`src/rtl/sm_bsr_driver_if.sv`:
```
// rtl/sm_bsr_driver_if.sv - host command/response bundle for the BSR scan driver
interface sm_bsr_driver_if #(
  parameter int WIDTH = 40,
  parameter int LEN_W = 6
);
  logic             start;
  logic [LEN_W-1:0] len;
  logic [WIDTH-1:0] tx_data;
  logic             mode_req;
  logic             busy;
  logic             done;
  logic [WIDTH-1:0] rx_data;

  modport master (output start, len, tx_data, mode_req, input busy, done, rx_data);
  modport slave  (input start, len, tx_data, mode_req, output busy, done, rx_data);
endinterface

```
`src/rtl/sm_bsr_driver.sv`:
```
// rtl/sm_bsr_driver.sv - boundary-scan DR chain master: capture, shift, update
module sm_bsr_driver #(
  parameter int WIDTH = 40,
  parameter int LEN_W = 6,
  parameter int DIV   = 2
) (
  input  logic             clk,
  input  logic             rst_n,
  sm_bsr_driver_if.slave   host,
  output logic             s_data_in,
  input  logic             s_data_out,
  output logic             shift_dr,
  output logic             clk_dr,
  output logic             update_dr,
  output logic             mode
);

  localparam int PH_W = (2 * DIV > 1) ? $clog2(2 * DIV) : 1;
  localparam logic [PH_W-1:0]  PH_HI   = PH_W'(DIV - 1);
  localparam logic [PH_W-1:0]  PH_LAST = PH_W'(2 * DIV - 1);
  localparam logic [LEN_W-1:0] LEN_MAX = LEN_W'(WIDTH);

  typedef enum logic [2:0] {IDLE, CAPTURE, SHIFT, UPDATE, FINISH} state_t;

  state_t           state;
  logic [WIDTH-1:0] tx_q;
  logic [LEN_W-1:0] len_q;
  logic [LEN_W-1:0] bit_idx;
  logic [PH_W-1:0]  ph;
  logic             ph_last;
  logic [LEN_W-1:0] next_idx;

  assign ph_last  = (ph == PH_LAST);
  assign next_idx = bit_idx + 1'b1;

  // ph walks one pulse: DIV low cycles then DIV high cycles; strobes are
  // computed one edge early so they come straight from flops.
  always_ff @(posedge clk or negedge rst_n) begin
    if (!rst_n) begin
      state        <= IDLE;
      tx_q         <= '0;
      len_q        <= '0;
      bit_idx      <= '0;
      ph           <= '0;
      host.busy    <= 1'b0;
      host.done    <= 1'b0;
      host.rx_data <= '0;
      s_data_in    <= 1'b0;
      shift_dr     <= 1'b0;
      clk_dr       <= 1'b0;
      update_dr    <= 1'b0;
      mode         <= 1'b0;
    end else begin
      host.done <= 1'b0;
      case (state)
        IDLE: begin
          if (host.start) begin
            tx_q         <= host.tx_data;
            len_q        <= (host.len > LEN_MAX) ? LEN_MAX : host.len;
            mode         <= host.mode_req;
            host.rx_data <= '0;
            host.busy    <= 1'b1;
            ph           <= '0;
            state        <= CAPTURE;
          end
        end
        CAPTURE, SHIFT, UPDATE: begin
          if (!ph_last) begin
            ph <= ph + 1'b1;
            if (state == UPDATE) update_dr <= (ph >= PH_HI);
            else                 clk_dr    <= (ph >= PH_HI);
            // last low cycle: the chain end is still stable before clk_dr rises
            if (state == SHIFT && ph == PH_HI) host.rx_data[bit_idx] <= s_data_out;
          end else begin
            ph        <= '0;
            clk_dr    <= 1'b0;
            update_dr <= 1'b0;
            case (state)
              CAPTURE: begin
                if (len_q == '0) begin
                  state <= UPDATE;
                end else begin
                  state     <= SHIFT;
                  shift_dr  <= 1'b1;
                  bit_idx   <= '0;
                  s_data_in <= tx_q[0];
                end
              end
              SHIFT: begin
                if (bit_idx == len_q - 1'b1) begin
                  state    <= UPDATE;
                  shift_dr <= 1'b0;
                end else begin
                  bit_idx   <= next_idx;
                  s_data_in <= tx_q[next_idx];
                end
              end
              default: begin
                host.busy <= 1'b0;
                host.done <= 1'b1;
                state     <= FINISH;
              end
            endcase
          end
        end
        default: state <= IDLE;
      endcase
    end
  end

endmodule

```
`src/flat_wrapper.sv`:
```
// flat-port wrapper written by rule: the top's interface ports become plain ports
module sm_bsr_driver_flat 
#(
  parameter int WIDTH = 40,
  parameter int LEN_W = 6,
  parameter int DIV   = 2
)
  (clk, rst_n, s_data_in, s_data_out, shift_dr, clk_dr, update_dr, mode, host_start, host_len, host_tx_data, host_mode_req, host_busy, host_done, host_rx_data);
  sm_bsr_driver_if #(.WIDTH(WIDTH), .LEN_W(LEN_W)) host_i ();
  input  logic clk;
  input  logic rst_n;
  output logic s_data_in;
  input  logic s_data_out;
  output logic shift_dr;
  output logic clk_dr;
  output logic update_dr;
  output logic mode;
  input wire logic [$bits(host_i.start)-1:0] host_start;
  input wire logic [$bits(host_i.len)-1:0] host_len;
  input wire logic [$bits(host_i.tx_data)-1:0] host_tx_data;
  input wire logic [$bits(host_i.mode_req)-1:0] host_mode_req;
  output wire logic [$bits(host_i.busy)-1:0] host_busy;
  output wire logic [$bits(host_i.done)-1:0] host_done;
  output wire logic [$bits(host_i.rx_data)-1:0] host_rx_data;
  assign host_i.start = host_start;
  assign host_i.len = host_len;
  assign host_i.tx_data = host_tx_data;
  assign host_i.mode_req = host_mode_req;
  assign host_busy = host_i.busy;
  assign host_done = host_i.done;
  assign host_rx_data = host_i.rx_data;
  sm_bsr_driver #(.WIDTH(WIDTH), .LEN_W(LEN_W), .DIV(DIV)) u_core (.clk(clk), .rst_n(rst_n), .host(host_i), .s_data_in(s_data_in), .s_data_out(s_data_out), .shift_dr(shift_dr), .clk_dr(clk_dr), .update_dr(update_dr), .mode(mode));
endmodule
```
`config.mk`:
```
export PLATFORM = sky130hd
export DESIGN_NAME = sm_bsr_driver_flat
export DESIGN_NICKNAME = d
export VERILOG_FILES = /design/src/rtl/sm_bsr_driver_if.sv /design/src/rtl/sm_bsr_driver.sv /design/src/flat_wrapper.sv
export SDC_FILE = /design/constraint.sdc
export NUM_CORES = 1
export LEC_CHECK = 0
export CORE_AREA = 2 2 111 113
export CTS_BUF_LIST = sky130_fd_sc_hd__clkbuf_8
export DETAILED_ROUTE_END_ITERATION = 10
export DIE_AREA = 0 0 113 115
export PLACE_DENSITY = 0.7
export REMOVE_ABC_BUFFERS = 1
export SYNTH_ARGS = -nofsm -noshare
export SYNTH_HDL_FRONTEND = slang
export SYNTH_SLANG_ARGS = --single-unit
```
`constraint.sdc`:
```
create_clock -name clk -period 5.3 [get_ports clk]
set_input_delay 1.06 -clock clk [delete_from_list [all_inputs] [get_ports clk]]
set_output_delay 1.06 -clock clk [all_outputs]
set_load 0.02 [all_outputs]
```
======== Word-level counts from Yosys, hierarchy flattened ========
Index checks and enable logic that the tools add are counted.
operators by class
  add/subtract/negate cells ............... 3
  magnitude comparators ................... 5
  equality and inequality tests ........... 16
  mux-type cells .......................... 39
  reduce and logical (&&, ||, !) cells .... 18
operators by type and width
  cell                                                        count
  two-way mux 40 bit                                          3
  case mux 40 bit (2 select lines)                            1
  bitwise mux 40 bit                                          1
  two-way mux 6 bit                                           3
  two-way mux 1 bit                                           17
  less-than comparator 6 x 7 -> 1 bit, second input constant  2
  inequality test 2 bit, second input constant                6
  case mux 3 bit (2 select lines)                             2
  case mux 6 bit (2 select lines)                             1
  AND reduction 5 bit                                         2
  two-way mux 3 bit                                           3
  AND reduction 2 bit                                         4
  AND reduction 4 bit                                         2
  adder 6 x 1 -> 6 bit, second input constant                 1
  binary-select mux 1 bit (select 6 bit)                      1
  demux 1 bit (select 6 bit)                                  1
  == test 3 x 2 -> 1 bit, second input constant               2
  == test 6 bit                                               1
  >= comparator 6 x 1 -> 1 bit, second input constant         1
  greater-than comparator 6 bit, second input constant        1
  zero test 6 bit                                             1
  inequality test 2 x 1 -> 1 bit, second input constant       3
  case mux 1 bit (2 select lines)                             3
  nonzero test 2 bit                                          3
  other kinds (14)                                            16
storage, ports and cells
  flip-flop bits (word level) ............. 104
  input bits .............................. 51
  output and inout port bits .............. 47
  logic and storage cells ................. 94

======== Logic depth before layout (Yosys ltp) ========
Gate-level depths: netlist of run 1.
  depth after elaboration ................. 8
  depth in mapped cells ................... 8
  mapped depth without buffers ............ 8

======== Least setup slack after synthesis of run 1 ========
No wires, ideal clock.
  path type ............................... register to register
  start point ............................. register u_core.bit_idx[0]
  end point ............................... register u_core.s_data_in
  setup time .............................. 0.127 ns
  arrival time ............................ 2.128 ns
  data required time ...................... 5.173 ns
  setup slack ............................. 3.046 ns
  cell stages (with the launch flop) ...... 9
  buffers on the path ..................... 1
  period minus slack after synthesis ...... 2.254 ns
  cells stage by stage .................... dfrtp_1 -> ha_1 -> clkbuf_1 -> mux4_2 -> mux2_2 -> a311oi_1 -> nand2_1 -> a32oi_1 -> mux2i_1
between the ends
  word-level cells in the longest chain between the ends .. 5
  elaborated cells between the ends (all ways) .. 8
ends and longest elaborated chain
  what                                     RTL line             text
  from (decl)                              sm_bsr_driver.sv:28  logic [LEN_W-1:0] bit_idx;
  from (signal assigned)                   sm_bsr_driver.sv:94  bit_idx <= next_idx;
  adder 6 x 1 -> 6 bit                     sm_bsr_driver.sv:34  assign next_idx = bit_idx + 1'b1;
  binary-select mux 1 bit (select 6 bit)   sm_bsr_driver.sv:95  s_data_in <= tx_q[next_idx];
  two-way mux 1 bit (not written as such)  sm_bsr_driver.sv:95
  two-way mux 1 bit                        sm_bsr_driver.sv:90  if (bit_idx == len_q - 1'b1) begin
  case mux 1 bit (2 select lines)          sm_bsr_driver.sv:78  case (state)
  to (signal assigned)                     sm_bsr_driver.sv:86  s_data_in <= tx_q[0];
  to (signal assigned)                     sm_bsr_driver.sv:95
  to (decl)                                sm_bsr_driver.sv:10  output logic s_data_in,
Several ways; a longest one is shown, not always the timed one. The select of a mux whose other input is x is not followed.
A chain may end at the register's enable or synchronous reset.

======== Final worst setup path of run 1 ========
  start point ............................. input host_start
  end point ............................... register u_core.host.rx_data[30]
between the ends
  word-level cells in the longest chain between the ends .. 2
ends and longest elaborated chain
  what                             RTL line                text
  from (decl)                      flat_wrapper.sv:18      input wire logic [$bits(host_i.start)-1:0] host_start;
  inequality test 2 bit (no line)  n/a
  AND reduction 4 bit (no line)    n/a
  to (signal, indexed assignment)  sm_bsr_driver.sv:73     if (state == SHIFT && ph == PH_HI) host.rx_data[bit_idx] <= s_data_out;
  to (decl)                        sm_bsr_driver_if.sv:15  modport slave (input start, len, tx_data, mode_req, output busy, done, rx_data);
No other way between the ends.

==> results of run 1 <==
-- through the flow --
step           utilization  power [mW]  std cells  hold slack, ns  setup slack, ns
6_report             0.547        2.99        724           0.491             2.43
5_1_grt              0.547        3.21        724           0.521             2.20
4_1_cts              0.547        3.02        724           0.500             2.46
3_5_place_dp         0.530        2.52        708           0.478             2.08
3_3_place_gp         0.530        2.46        708           0.472             2.16
2_1_floorplan            -        2.12        458           0.472             2.51
-- state kept, by name, indices dropped and copies added, names as in the netlist --
signal / cells
u_core.clk_dr: 1
u_core.update_dr: 1
u_core.host.busy: 1
u_core.bit_idx: 6
u_core.ph: 2
u_core.state: 3
u_core.len_q: 6
u_core.s_data_in: 1
u_core.host.done: 1
u_core.host.rx_data: 40
u_core.mode: 1
u_core.shift_dr: 1
u_core.tx_q: 40
-- placed cells by master (no fill, tap or decap), drive strengths merged, types with 2 or more instances in the layout --
cell	instances
nor2	9
nor4	2
o21a	3
and3	6
mux2	44
o21ai	98
clkbuf	10
a32oi	3
inv	22
a311oi	2
nand3	8
nor2b	2
a211o	2
clkdlybuf4s50	96
buf	7
xor2	5
o31ai	2
and2	5
dfrtp	104
a21oi	50
mux2i	8
ha	4
xnor2	3
a22o	2
nand4	3
nand2b	2
nand2	24
or2	2
nor3	11
mux4	10
or3	6
-- worst paths after layout --
check | startpoint | to | slack, ns | depth (start not counted)
max | host_start | u_core.host.rx_data[30] | 2.43 | 7
min | u_core.update_dr | u_core.update_dr | 0.49 | 2
min in group asynchronous | rst_n | u_core.host.rx_data[29] | 0.71 | 1
min reg2reg | u_core.update_dr | u_core.update_dr | 0.49 | 2
max reg2reg | u_core.bit_idx[1] | u_core.s_data_in | 2.57 | 7
max in group asynchronous | rst_n | u_core.tx_q[3] | 3.46 | 2
-- final cells by class --
| cell class | count | share of cell area |
|---|---|---|
| Sequential cell | 104 | 0.403 |
| Multi-Input combinational cell | 335 | 0.370 |
| Timing Repair Buffer | 103 | 0.157 |
| Tap cell | 147 | 0.0285 |
| Clock buffer | 10 | 0.0213 |
| Inverter | 19 | 0.0110 |
| Clock inverter | 6 | 0.00911 |
-- layer usage --
metal / vias up / routed length, um / share of wire
met5: - / 0 / 0
met1: 2066 / 5260 / 0.43
met2: 139 / 5910 / 0.48
met3: 18 / 836 / 0.068
li1: 1954 / - / -
met4: 0 / 219 / 0.018
-- kinds of logic (layout without fill, tap and decap cells) --
logic type | after synthesis | after routing
DFF | 104 | 104
and+or+nand+nor | 85 | 85
AOI/OAI and AO/OA | 176 | 176
muxes | 62 | 62
xor gates and xnor gates | 8 | 8
buffers and inverters | 53 | 138
adders and majority gates | 4 | 4
-- critical path: cells and delay by family --
kind	cells	cell delay (ns)
compound gates	2	0.55
simple gates	3	0.76
buf+inv	2	0.77
-- power by group --
group          internal [mW]  switching (mW)  leakage [nW]
sequential              1.04           0.173          1.33
clock                  0.229           0.268         0.105
combinational          0.641           0.635          1.18
==> results by stage, run 1 <==
Run status:
- The run finished, with violations left.
- The final reports fail on DRC.

Global route:
- The wire length of the first global-routing pass is 20500 um.
- In the global route stage, met2 resource usage came out at 0.330.
- The total overflow reported by the global router is 0.
- The via count of the first global-routing pass came to 4133.
- The routing layer with the top usage in global route is met2.
- Across every metal layer, demand over resource in global routing totals 0.199.
- For this run, global-route usage on met3 was measured as 0.0480.
- For this run, global-route usage on met1 was measured as 0.260.
- The initial antenna violation count is 0.
- The maximum number of pins on one net before global-route repair is 55.

Timing:
- The final setup violation count is 0.
- The slew at the pin with the worst max-slew slack is 1.09 ns.
- Subtracting the final worst setup slack from the clock period gives 2.87 ns.
- Setup repair after global routing left no endpoint under its margin.
- The sum of negative setup slack is 0 ns.
- The final number of hold-violating endpoints came to 0.
- Clock skew on the completed layout was measured at 0.0103 ns.
- In the finished design, the share of the clock period the worst path needs comes to 0.542.
- The max-slew violation total from the final report is 0.
- The fmax is 348 MHz.
- The relative slew slack is 0.268.

Placement:
- The count of buffers inserted at the top-level ports is 97.
- The congestion estimate from routability-driven global placement came to 0.809.
- The placement-stage cell area is 0.00626 mm^2.
- The sum of net half-perimeters after detailed placement is 8680 um.

Drt:
- The total via count in the routed design is 4177.
- In the final routed layout, each cell accounts on average for 16.9 um.
- The number of detailed-routing iterations run before antenna repair is 8.
- The via density per instance is 5.77.
- The total length of routed wires is 12200 um.
- After the first detailed-routing iteration, the DRC count stood at 321.
- The detail route stage leaves a number of antenna-violating nets equal to 0.
- For this run, design rule violations remaining after detail routing come to 7.

Synthesis:
- Sorting the synthesized cells by area gives the leading types as dfrtp_1 50%, mux2_2 9.4%, o21ai_0 9.2%.
- The portion of synthesized cell area occupied by the leading cell type is 0.496.
- The dominant cell by count in the synthesized netlist is dfrtp_1.
- The share of synthesized registers carrying an async set or reset is 1.00.
- The flip-flop cell with the highest count after synthesis is dfrtp_1.
- The synthesized netlist contains 65 unique library cells.
- Summed over all instances, the cell type with the most area after synthesis is dfrtp_1.
- In this run, synthesis produced a sequential element count of 104.
- The post-synthesis adder-cell area fraction is 0.00954.
- Summing every instance area after synthesis gives 0.00524 mm^2.
- Counting flops with a built-in enable in the synthesized netlist gives 0.
- The synthesis warning total is 0.
- After synthesis, the most frequently instantiated cells are 104 x dfrtp_1, 96 x o21ai_0, 49 x a21oi_1, 44 x mux2_2, 24 x nand2_1.
- For this run, the register share of the synthesized area comes to 0.496.
- Of the total synthesized cell area, the portion taken by XOR and XNOR cells is 0.0148.
- By area, the combinational part of the netlist is dominated by compound AO/OA/AOI/OAI gates.
- Each instance of the synthesized netlist takes up on average 10.7 um^2.
- The simple-gate area share of the yosys netlist is 0.0861.
- The number of cells produced by synthesis is 492.
- Of the post-synthesis cell area, the part taken by muxes is 0.156.
- The compound-cell area share of the yosys netlist is 0.188.

Clock tree:
- The number of sinks on the clock net is 104.
- The clock root buffer is clkbuf_8.
- TritonCTS created 9 clock buffers.
- After clock tree synthesis, the repair step resized 0 gates.
- In this run, post-CTS hold repair placed 0 buffers.
- The H-tree depth is 3.
- The TritonCTS clock tree is built.
- The later pin in the worst-skew pair is clocked with a latency of 0.37 ns.
- The maximum count of clock buffers along a single path is 2.
- After clock tree synthesis, the clock-pin slew on the worst setup and hold paths is 0.09 ns.
- The post-CTS setup repair buffer count is 0.

Final layout:
- In the final design database the tool counted 627 nets.
- The signed area change from the synthesized netlist to the final layout is 23.2%.
- 0 antenna diodes ended up in the layout.
- The area taken by multi-input logic gates is 0.00239 mm^2.
- The post-layout instance area is 0.00646 mm^2.
- The sequential cells in the finished layout cover a total of 0.00260 mm^2.
- The fraction of final layout cells sized beyond drive strength 1 is 0.146.
- Fill cells in the final layout number 1031.

Job:
- Across the run, the number of max-cap violations was 0.

Setup path:
- Of all nets on the critical path, the largest fanout is 42.
- The sort of element at the start of the critical path is an input pin.
- The cell occurring most often along the worst timing path is nand2_1.
- Data on the critical path arrives at its endpoint at 3.14 ns.
- The largest individual stage delay along the critical path comes from the cell clkdlybuf4s50_1.
- The critical path is of the in -> reg type.
- In this design, the stage delay of the slowest critical-path cell is 0.52 ns.
- The endpoint type of the worst setup path is a flip-flop.
- Traced cell by cell, the critical path runs through clkdlybuf4s50_1 -> nand2_1 -> a211o_1 -> buf_4 -> nor3_1 -> nand2_1 -> o21ai_0.
- The required time reported for the critical path endpoint is 5.57 ns.

Min path:
- The path class of the tightest hold or removal check is reg -> reg.

Floorplanning:
- After floorplanning, the core was sized to cover 0.0118 mm^2.
- The number of I/O pins is 98.
- The starting density of the core is 0.444.
- The initialized floorplan defines 40 standard-cell rows.
- The die outline width is 113 um.
- In this run the vertical extent of the chip is 115 um.
- The area of the die is 0.0130 mm^2.

Power:
- The static leakage power is 2.61 nW.
- The maximum ir drop on the vdd rail is 0.000223 V.
- For this design the ratio of total power to cell area is 463 mW/mm^2.
Power figures use the tool's default switching activity.
==> run 2, diff against run 1 <==
--- a/config.mk
+++ b/config.mk
@@ -9,7 +9,7 @@
 export CTS_BUF_LIST = sky130_fd_sc_hd__clkbuf_8
 export DETAILED_ROUTE_END_ITERATION = 10
 export DIE_AREA = 0 0 113 115
-export PLACE_DENSITY = 0.7
+export PLACE_DENSITY = 0.73
 export REMOVE_ABC_BUFFERS = 1
 export SYNTH_ARGS = -nofsm -noshare
 export SYNTH_HDL_FRONTEND = slang
==> constraint.sdc (replaced) <==
create_clock -name clk -period 2.38 [get_ports clk]
set_input_delay 0.476 -clock clk [delete_from_list [all_inputs] [get_ports clk]]
set_output_delay 0.476 -clock clk [all_outputs]
set_load 0.02 [all_outputs]
==> results by stage, run 2 (same netlist as run 1, synthesis figures left out) <==
Final layout:
- The most common cell after layout, fill and taps aside is dfrtp_1 (unchanged).
- The fraction of final layout cells sized beyond drive strength 1 is 0.169 (was 0.146).
- The final net count is 642 (was 627).
- The final non-filler cell total was 739 (was 724).
- Top flop regs: u_core.host.rx_data: 40 flops, u_core.tx_q: 40 flops (unchanged).
- The final design utilization is 0.560 (was 0.547).
- The antenna diode instance count is 0 (unchanged).
- The signed area change from the synthesized netlist to the final layout is 26.2% (was 23.2%).
- Most used cells in the layout excluding fill and tap cells: 104 x dfrtp_1, 96 x o21ai_0, 96 x clkdlybuf4s50_1, 49 x a21oi_1, 44 x mux2_2 (unchanged).

Timing:
- The final hold slack was 0.0568 ns (was 0.491 ns).
- The slew at the pin with the worst max-slew slack came to 0.610 ns (was 1.09 ns).
- The post-route clock skew came to 0.0181 ns (was 0.0103 ns).
- The final cycle utilization of the critical path is 0.925.
- The final number of hold-violating endpoints is 0 (unchanged).
- The relative slew slack is 0.590 (was 0.268).
- After layout, the minimum clock period comes to 2.20 ns.
- The max-slew violation total from the final report is 0 (unchanged).
- Unrepaired setup endpoints after global routing: false (unchanged).
- The final setup violation count is 0 (unchanged).
- The sum of negative setup slack is 0 ns (unchanged).
- The fmax is 454 MHz.

Setup path:
- The endpoint type of the worst setup path is a flip-flop (unchanged).
- The origin of the worst setup path is u_core.bit_idx[0] (was host_start).
- The stage delay of the slowest cell on the critical path came to 0.56 ns (was 0.52 ns).
- The sort of element at the start of the critical path is a flip-flop (was input pin).
- The slowest stage cell on the critical path is mux4_1 (was clkdlybuf4s50_1).
- The type of the setup path with the least slack is reg -> reg (was in -> reg).
- The arrival time at the worst endpoint came to 2.45 ns (was 3.14 ns).
- The launching point of the worst reg2reg path is u_core.bit_idx[0] (was u_core.bit_idx[1]).
- Sequence of cells on the critical path: buf_4 -> mux4_1 -> mux2_2 -> a311oi_1 -> nand2_1 -> a32oi_1 -> mux2i_1 (was clkdlybuf4s50_1 -> nand2_1 -> a211o_1 -> buf_4 -> nor3_1 -> nand2_1 -> o21ai_0).
- The largest driver fanout on the critical path is 10 (was 42).
- The required time reported for the critical path endpoint was 2.63 ns (was 5.57 ns).

Floorplanning:
- The number of rows in the core area was 40 (unchanged).
- The die outline width came to 113 um (unchanged).
- The number of I/O pins is 98 (unchanged).
- The die extent in y is 115 um (unchanged).
- The placeable core region is 0.0118 mm^2 (unchanged).
- The area of the die is 0.0130 mm^2 (unchanged).
- The starting density of the core came to 0.444 (unchanged).

Clock tree:
- The number of sinks on the clock net is 104 (unchanged).
- The number of buffers added by the clock tree synthesis step is 9 (unchanged).
- The H-tree depth is 3 (unchanged).
- The TritonCTS clock tree was built (unchanged).
- The count of hold-fix buffers inserted at cts is 0 (unchanged).
- The post-cts gate resize count was 0 (unchanged).
- The clock root buffer is clkbuf_8 (unchanged).
- The clock slew at the register clock pins of the worst setup and hold paths was 0.10 ns (was 0.09 ns).
- The later-pin clock latency in the skew report came to 0.37 ns (about the same).
- The post-CTS setup repair buffer count came to 0 (unchanged).
- The maximum count of clock buffers along a single path is 2 (unchanged).

Placement:
- The count of buffers inserted at the top-level ports came to 97 (unchanged).
- The placed cell count was 723 (was 708).
- The last weighted congestion value of the routability-driven placer is 0.833 (was 0.809).
- The sum of net half-perimeters after detailed placement was 9070 um (was 8680 um).

Drt:
- The via density per instance is 5.73 (was 5.77).
- The length of routed met3 wiring was 1060 um (was 836 um).
- The number of detailed-routing iterations run before antenna repair is 10 (was 8).
- The total length of routed wires came to 12700 um (was 12200 um).
- The DRC violations left is 5 (was 7).
- The sum of met2 wire segment lengths after detailed routing is 5820 um (was 5910 um).
- The post-detailed-route count of antenna-violating nets is 0 (unchanged).
- The met1 wire length was 5520 um (was 5260 um).
- The total via count in the routed design is 4233 (was 4177).
- The detailed-route wire length per cell is 17.1 um (was 16.9 um).
- The highest metal layer used by the detailed router is met4 (unchanged).
- The number of DRC violations after detailed-routing iteration 0 is 370 (was 321).

Power:
- The total power after layout is 6.88 mW (was 2.99 mW).
- The maximum ir drop on the vdd rail is 0.000501 V (was 0.000223 V).
- The static leakage power was 2.71 nW (was 2.61 nW).
- The power per unit of standard cell area is 1040 mW/mm^2 (was 463 mW/mm^2).

Run status:
- Run status: finished with violations (unchanged).
- Failing checks: DRC (unchanged).

Global route:
- The maximum number of pins on one net before global-route repair is 53 (was 55).
- The wire length of the first global-routing pass is 20900 um (was 20500 um).
- The total overflow reported by the global router is 0 (unchanged).
- The via count of the first global-routing pass came to 4246 (was 4133).
- The initial antenna violation count was 0 (unchanged).
- The global routing usage summed across all routing layers was 0.201 (was 0.199).

Job:
- The number of maximum-capacitance constraint violations came to 0 (unchanged).

Min path:
- The worst hold-check path type was in -> async (was reg -> reg).
run 2: layer usage:
metal  vias up  global-route usage
li1       1987                   -
met1      2065               0.272
met2       156               0.317
met3        25              0.0485
met4         0              0.0772
met5         -                   0
run 2: final timing paths:
| check | slack, ns | depth (start not counted) | endpoint |
|---|---|---|---|
| min in group clk | 0.50 | 2 | u_core.update_dr |
| worst max-delay path | 0.18 | 7 | u_core.s_data_in |
| worst min-delay path | 0.06 | 1 | u_core.mode |
| worst max register to register | 0.18 | 7 | u_core.s_data_in |
| worst min register to register | 0.50 | 2 | u_core.update_dr |
| max in group asynchronous | 1.67 | 2 | u_core.tx_q[1] |
run 2: report_power, final:
group          leakage [nW]  internal [mW]  total (mW)  switching [mW]
combinational          1.26           1.51        2.96            1.46
sequential             1.33           2.32        2.70           0.375
clock                 0.117          0.597        1.22           0.619
total                  2.71           4.43        6.88            2.45
run 2: stage by stage:
stage	setup WS [ns]	cell area, um^2
2_1_floorplan	-0.341	5060
3_5_place_dp	0.128	6400
6_report	0.179	6620
3_3_place_gp	0.210	6400
4_1_cts	0.161	6620
5_1_grt	0.0577	6620
run 2: cell type report:
class	instances	area [um^2]
clock buffers	9	124
flip-flops and latches	104	2600
inverters	19	71.3
multi-input cells	335	2390
repair buffers	118	1150
clock inverters	7	93.8
well taps	147	184
fillers	1046	5190
run 2: worst max-delay path, delay by kind of cell (launching register included):
family          cells  cell delay [ns]
mux                 3             0.93
compound gates      2             0.44
flops               1             0.39
buf+inv             1             0.24
simple gates        1             0.09
==> run 3, diff against run 2 <==
--- a/config.mk
+++ b/config.mk
@@ -5,11 +5,11 @@
 export SDC_FILE = /design/constraint.sdc
 export NUM_CORES = 1
 export LEC_CHECK = 0
-export CORE_AREA = 2 2 111 113
+export CORE_AREA = 2 2 118 120
 export CTS_BUF_LIST = sky130_fd_sc_hd__clkbuf_8
 export DETAILED_ROUTE_END_ITERATION = 10
-export DIE_AREA = 0 0 113 115
-export PLACE_DENSITY = 0.73
+export DIE_AREA = 0 0 120 122
+export PLACE_DENSITY = 0.65
 export REMOVE_ABC_BUFFERS = 1
 export SYNTH_ARGS = -nofsm -noshare
 export SYNTH_HDL_FRONTEND = slang
==> results by stage, run 3 (same netlist as run 1, synthesis figures left out) <==
Run status:
- Run status: finished clean (was finished with violations).

Clock tree:
- The number of sinks on the clock net is 104 (unchanged).
- The TritonCTS clock tree is built (unchanged).
- The later-pin clock latency in the skew report came to 0.39 ns (was 0.37 ns).
- The number of buffers added by the clock tree synthesis step is 9 (unchanged).
- The clock root buffer is clkbuf_8 (unchanged).
- The H-tree depth is 3 (unchanged).
- The count of hold-fix buffers inserted at cts is 0 (unchanged).
- The maximum count of clock buffers along a single path is 2 (unchanged).
- The post-CTS setup repair buffer count is 0 (unchanged).
- The post-cts gate resize count is 0 (unchanged).
- The clock slew at the register clock pins of the worst setup and hold paths is 0.11 ns (was 0.10 ns).

Final layout:
- The final design utilization is 0.494 (was 0.560).
- The signed area change from the synthesized netlist to the final layout is 27.2% (was 26.2%).
- Top flop regs: u_core.host.rx_data: 40 flops, u_core.tx_q: 40 flops (unchanged).
- The sequential cell area in the final layout came to 0.00260 mm^2 (unchanged).
- The fraction of final layout cells sized beyond drive strength 1 came to 0.170 (was 0.169).
- The final net count was 643 (was 642).
- The area taken by multi-input logic gates came to 0.00239 mm^2 (unchanged).
- The post-layout instance area is 0.00667 mm^2 (was 0.00662 mm^2).
- The most common cell after layout, fill and taps aside is dfrtp_1 (unchanged).
- The final non-filler cell total is 773 (was 739).
- Most used cells in the layout excluding fill and tap cells: 104 x dfrtp_1, 96 x o21ai_0, 96 x clkdlybuf4s50_1, 49 x a21oi_1, 44 x mux2_2 (unchanged).
- The antenna diode instance count came to 0 (unchanged).
- The filler cell count is 1259 (was 1046).

Drt:
- The length of routed met3 wiring came to 815 um (was 1060 um).
- The met1 wire length is 5940 um (was 5520 um).
- The highest metal layer used by the detailed router is met4 (unchanged).
- The total via count in the routed design is 4180 (was 4233).
- The DRC violations left is 0 (was 5).
- The sum of met2 wire segment lengths after detailed routing was 5980 um (was 5820 um).
- The via density per instance is 5.41 (was 5.73).
- The detailed-route wire length per cell was 16.8 um (was 17.1 um).
- The total length of routed wires is 13000 um (was 12700 um).
- The number of DRC violations after detailed-routing iteration 0 was 214 (was 370).
- The post-detailed-route count of antenna-violating nets is 0 (unchanged).
- The number of detailed-routing iterations run before antenna repair came to 5 (was 10).

Timing:
- The sum of negative setup slack is 0 ns (unchanged).
- The post-route clock skew is 0.0170 ns (was 0.0181 ns).
- The final hold slack came to 0.0772 ns (was 0.0568 ns).
- The final setup violation count is 0 (unchanged).
- The relative slew slack is 0.612 (was 0.590).
- The fmax is 464 MHz (was 454 MHz).
- Unrepaired setup endpoints after global routing: false (unchanged).
- The final number of hold-violating endpoints is 0 (unchanged).
- The slew at the pin with the worst max-slew slack is 0.582 ns (was 0.610 ns).
- The max-slew violation total from the final report came to 0 (unchanged).
- The minimum clock period after layout came to 2.15 ns (was 2.20 ns).
- The final cycle utilization of the critical path came to 0.905 (was 0.925).

Setup path:
- The endpoint type of the worst setup path is a flip-flop (unchanged).
- The arrival time at the worst endpoint is 2.42 ns (was 2.45 ns).
- The stage delay of the slowest cell on the critical path came to 0.41 ns (was 0.56 ns).
- The type of the setup path with the least slack is reg -> reg (unchanged).
- The slowest stage cell on the critical path is dfrtp_1 (was mux4_1).
- The required time reported for the critical path endpoint is 2.65 ns (was 2.63 ns).
- The depth of the worst register-to-register path is 7 (unchanged).
- Sequence of cells on the critical path: ha_1 -> mux4_1 -> mux2_2 -> a311oi_1 -> nand2_1 -> a32oi_1 -> mux2i_1 (was buf_4 -> mux4_1 -> mux2_2 -> a311oi_1 -> nand2_1 -> a32oi_1 -> mux2i_1).
- The terminus of the critical flop-to-flop path is u_core.s_data_in (unchanged).
- The sort of element at the start of the critical path is a flip-flop (unchanged).
- The origin of the worst setup path is u_core.bit_idx[0] (unchanged).
- The worst-case register-to-register setup slack is 0.23 ns (was 0.18 ns).
- The largest driver fanout on the critical path is 5 (was 10).
- The launching point of the worst reg2reg path is u_core.bit_idx[0] (unchanged).

Floorplanning:
- The placeable core region is 0.0135 mm^2 (was 0.0118 mm^2).
- The die extent in y is 122 um (was 115 um).
- The die outline width is 120 um (was 113 um).
- The starting density of the core is 0.388 (was 0.444).
- The number of I/O pins is 98 (unchanged).
- The number of rows in the core area is 43 (was 40).
- The area of the die was 0.0146 mm^2 (was 0.0130 mm^2).

Global route:
- The global routing usage summed across all routing layers came to 0.185 (was 0.201).
- The maximum number of pins on one net before global-route repair is 53 (unchanged).
- The wire length of the first global-routing pass came to 21500 um (was 20900 um).
- The via count of the first global-routing pass is 4276 (was 4246).
- The initial antenna violation count is 0 (unchanged).
- The total overflow reported by the global router came to 0 (unchanged).

Placement:
- The count of buffers inserted at the top-level ports is 97 (unchanged).
- The placement-stage cell area is 0.00645 mm^2 (was 0.00640 mm^2).
- The last weighted congestion value of the routability-driven placer is 0.842 (was 0.833).
- The placed cell count is 757 (was 723).
- The sum of net half-perimeters after detailed placement came to 9240 um (was 9070 um).

Power:
- The maximum ir drop on the vdd rail came to 0.000522 V (was 0.000501 V).
- The static leakage power is 2.71 nW (about the same).
- The power per unit of standard cell area is 1030 mW/mm^2 (was 1040 mW/mm^2).

Min path:
- The worst hold-check path type is in -> async (unchanged).

Job:
- The number of maximum-capacitance constraint violations came to 0 (unchanged).
[run 3: final cells by class]
| cell class | count | share of cell area |
|---|---|---|
| sequential | 104 | 0.390 |
| multi-input combinational | 335 | 0.358 |
| timing repair buffer | 119 | 0.174 |
| tap | 180 | 0.0338 |
| clock buffer | 10 | 0.0206 |
| clock inverter | 6 | 0.0126 |
| inverter | 19 | 0.0107 |
[run 3: worst max-delay path by stage]
| stage | end | slack, ns | cells after the start |
|---|---|---|---|
| after detailed placement | u_core.host.rx_data[14] | 0.14 | 7 |
| after floorplan | u_core.host.rx_data[32] | -0.34 | 4 |
| final | u_core.s_data_in | 0.23 | 7 |
| after global routing | u_core.bit_idx[5] | 0.06 | 8 |
| after CTS | u_core.s_data_in | 0.19 | 7 |
| after global placement | u_core.host.rx_data[30] | 0.22 | 7 |
[run 3: through the flow]
stage	setup WS, ns	power, mW
after detailed placement	0.136	5.70
final	0.225	6.88
after floorplan	-0.341	4.72
after global routing	0.0575	7.40
after global placement	0.219	5.58
after CTS	0.188	6.94
[run 3: worst max-delay path: cells and delay by family (launching register included)]
kind	cells	cell delay, ns
fa+ha+maj	1	0.40
flops	1	0.41
mux	3	0.70
compound gates	2	0.44
simple gates	1	0.08
[run 3: per-layer routing]
metal	up-vias	GRT usage
li1	1990	-
met2	127	0.286
met4	0	0.0750
met5	-	0
met1	2046	0.254
met3	17	0.0379
[run 3: where the power goes]
| group | total (mW) | switching, mW | internal [mW] |
|---|---|---|---|
| clock network | 1.23 | 0.615 | 0.615 |
| registers | 2.69 | 0.370 | 2.32 |
| logic | 2.95 | 1.45 | 1.50 |
| total | 6.88 | 2.44 | 4.44 |
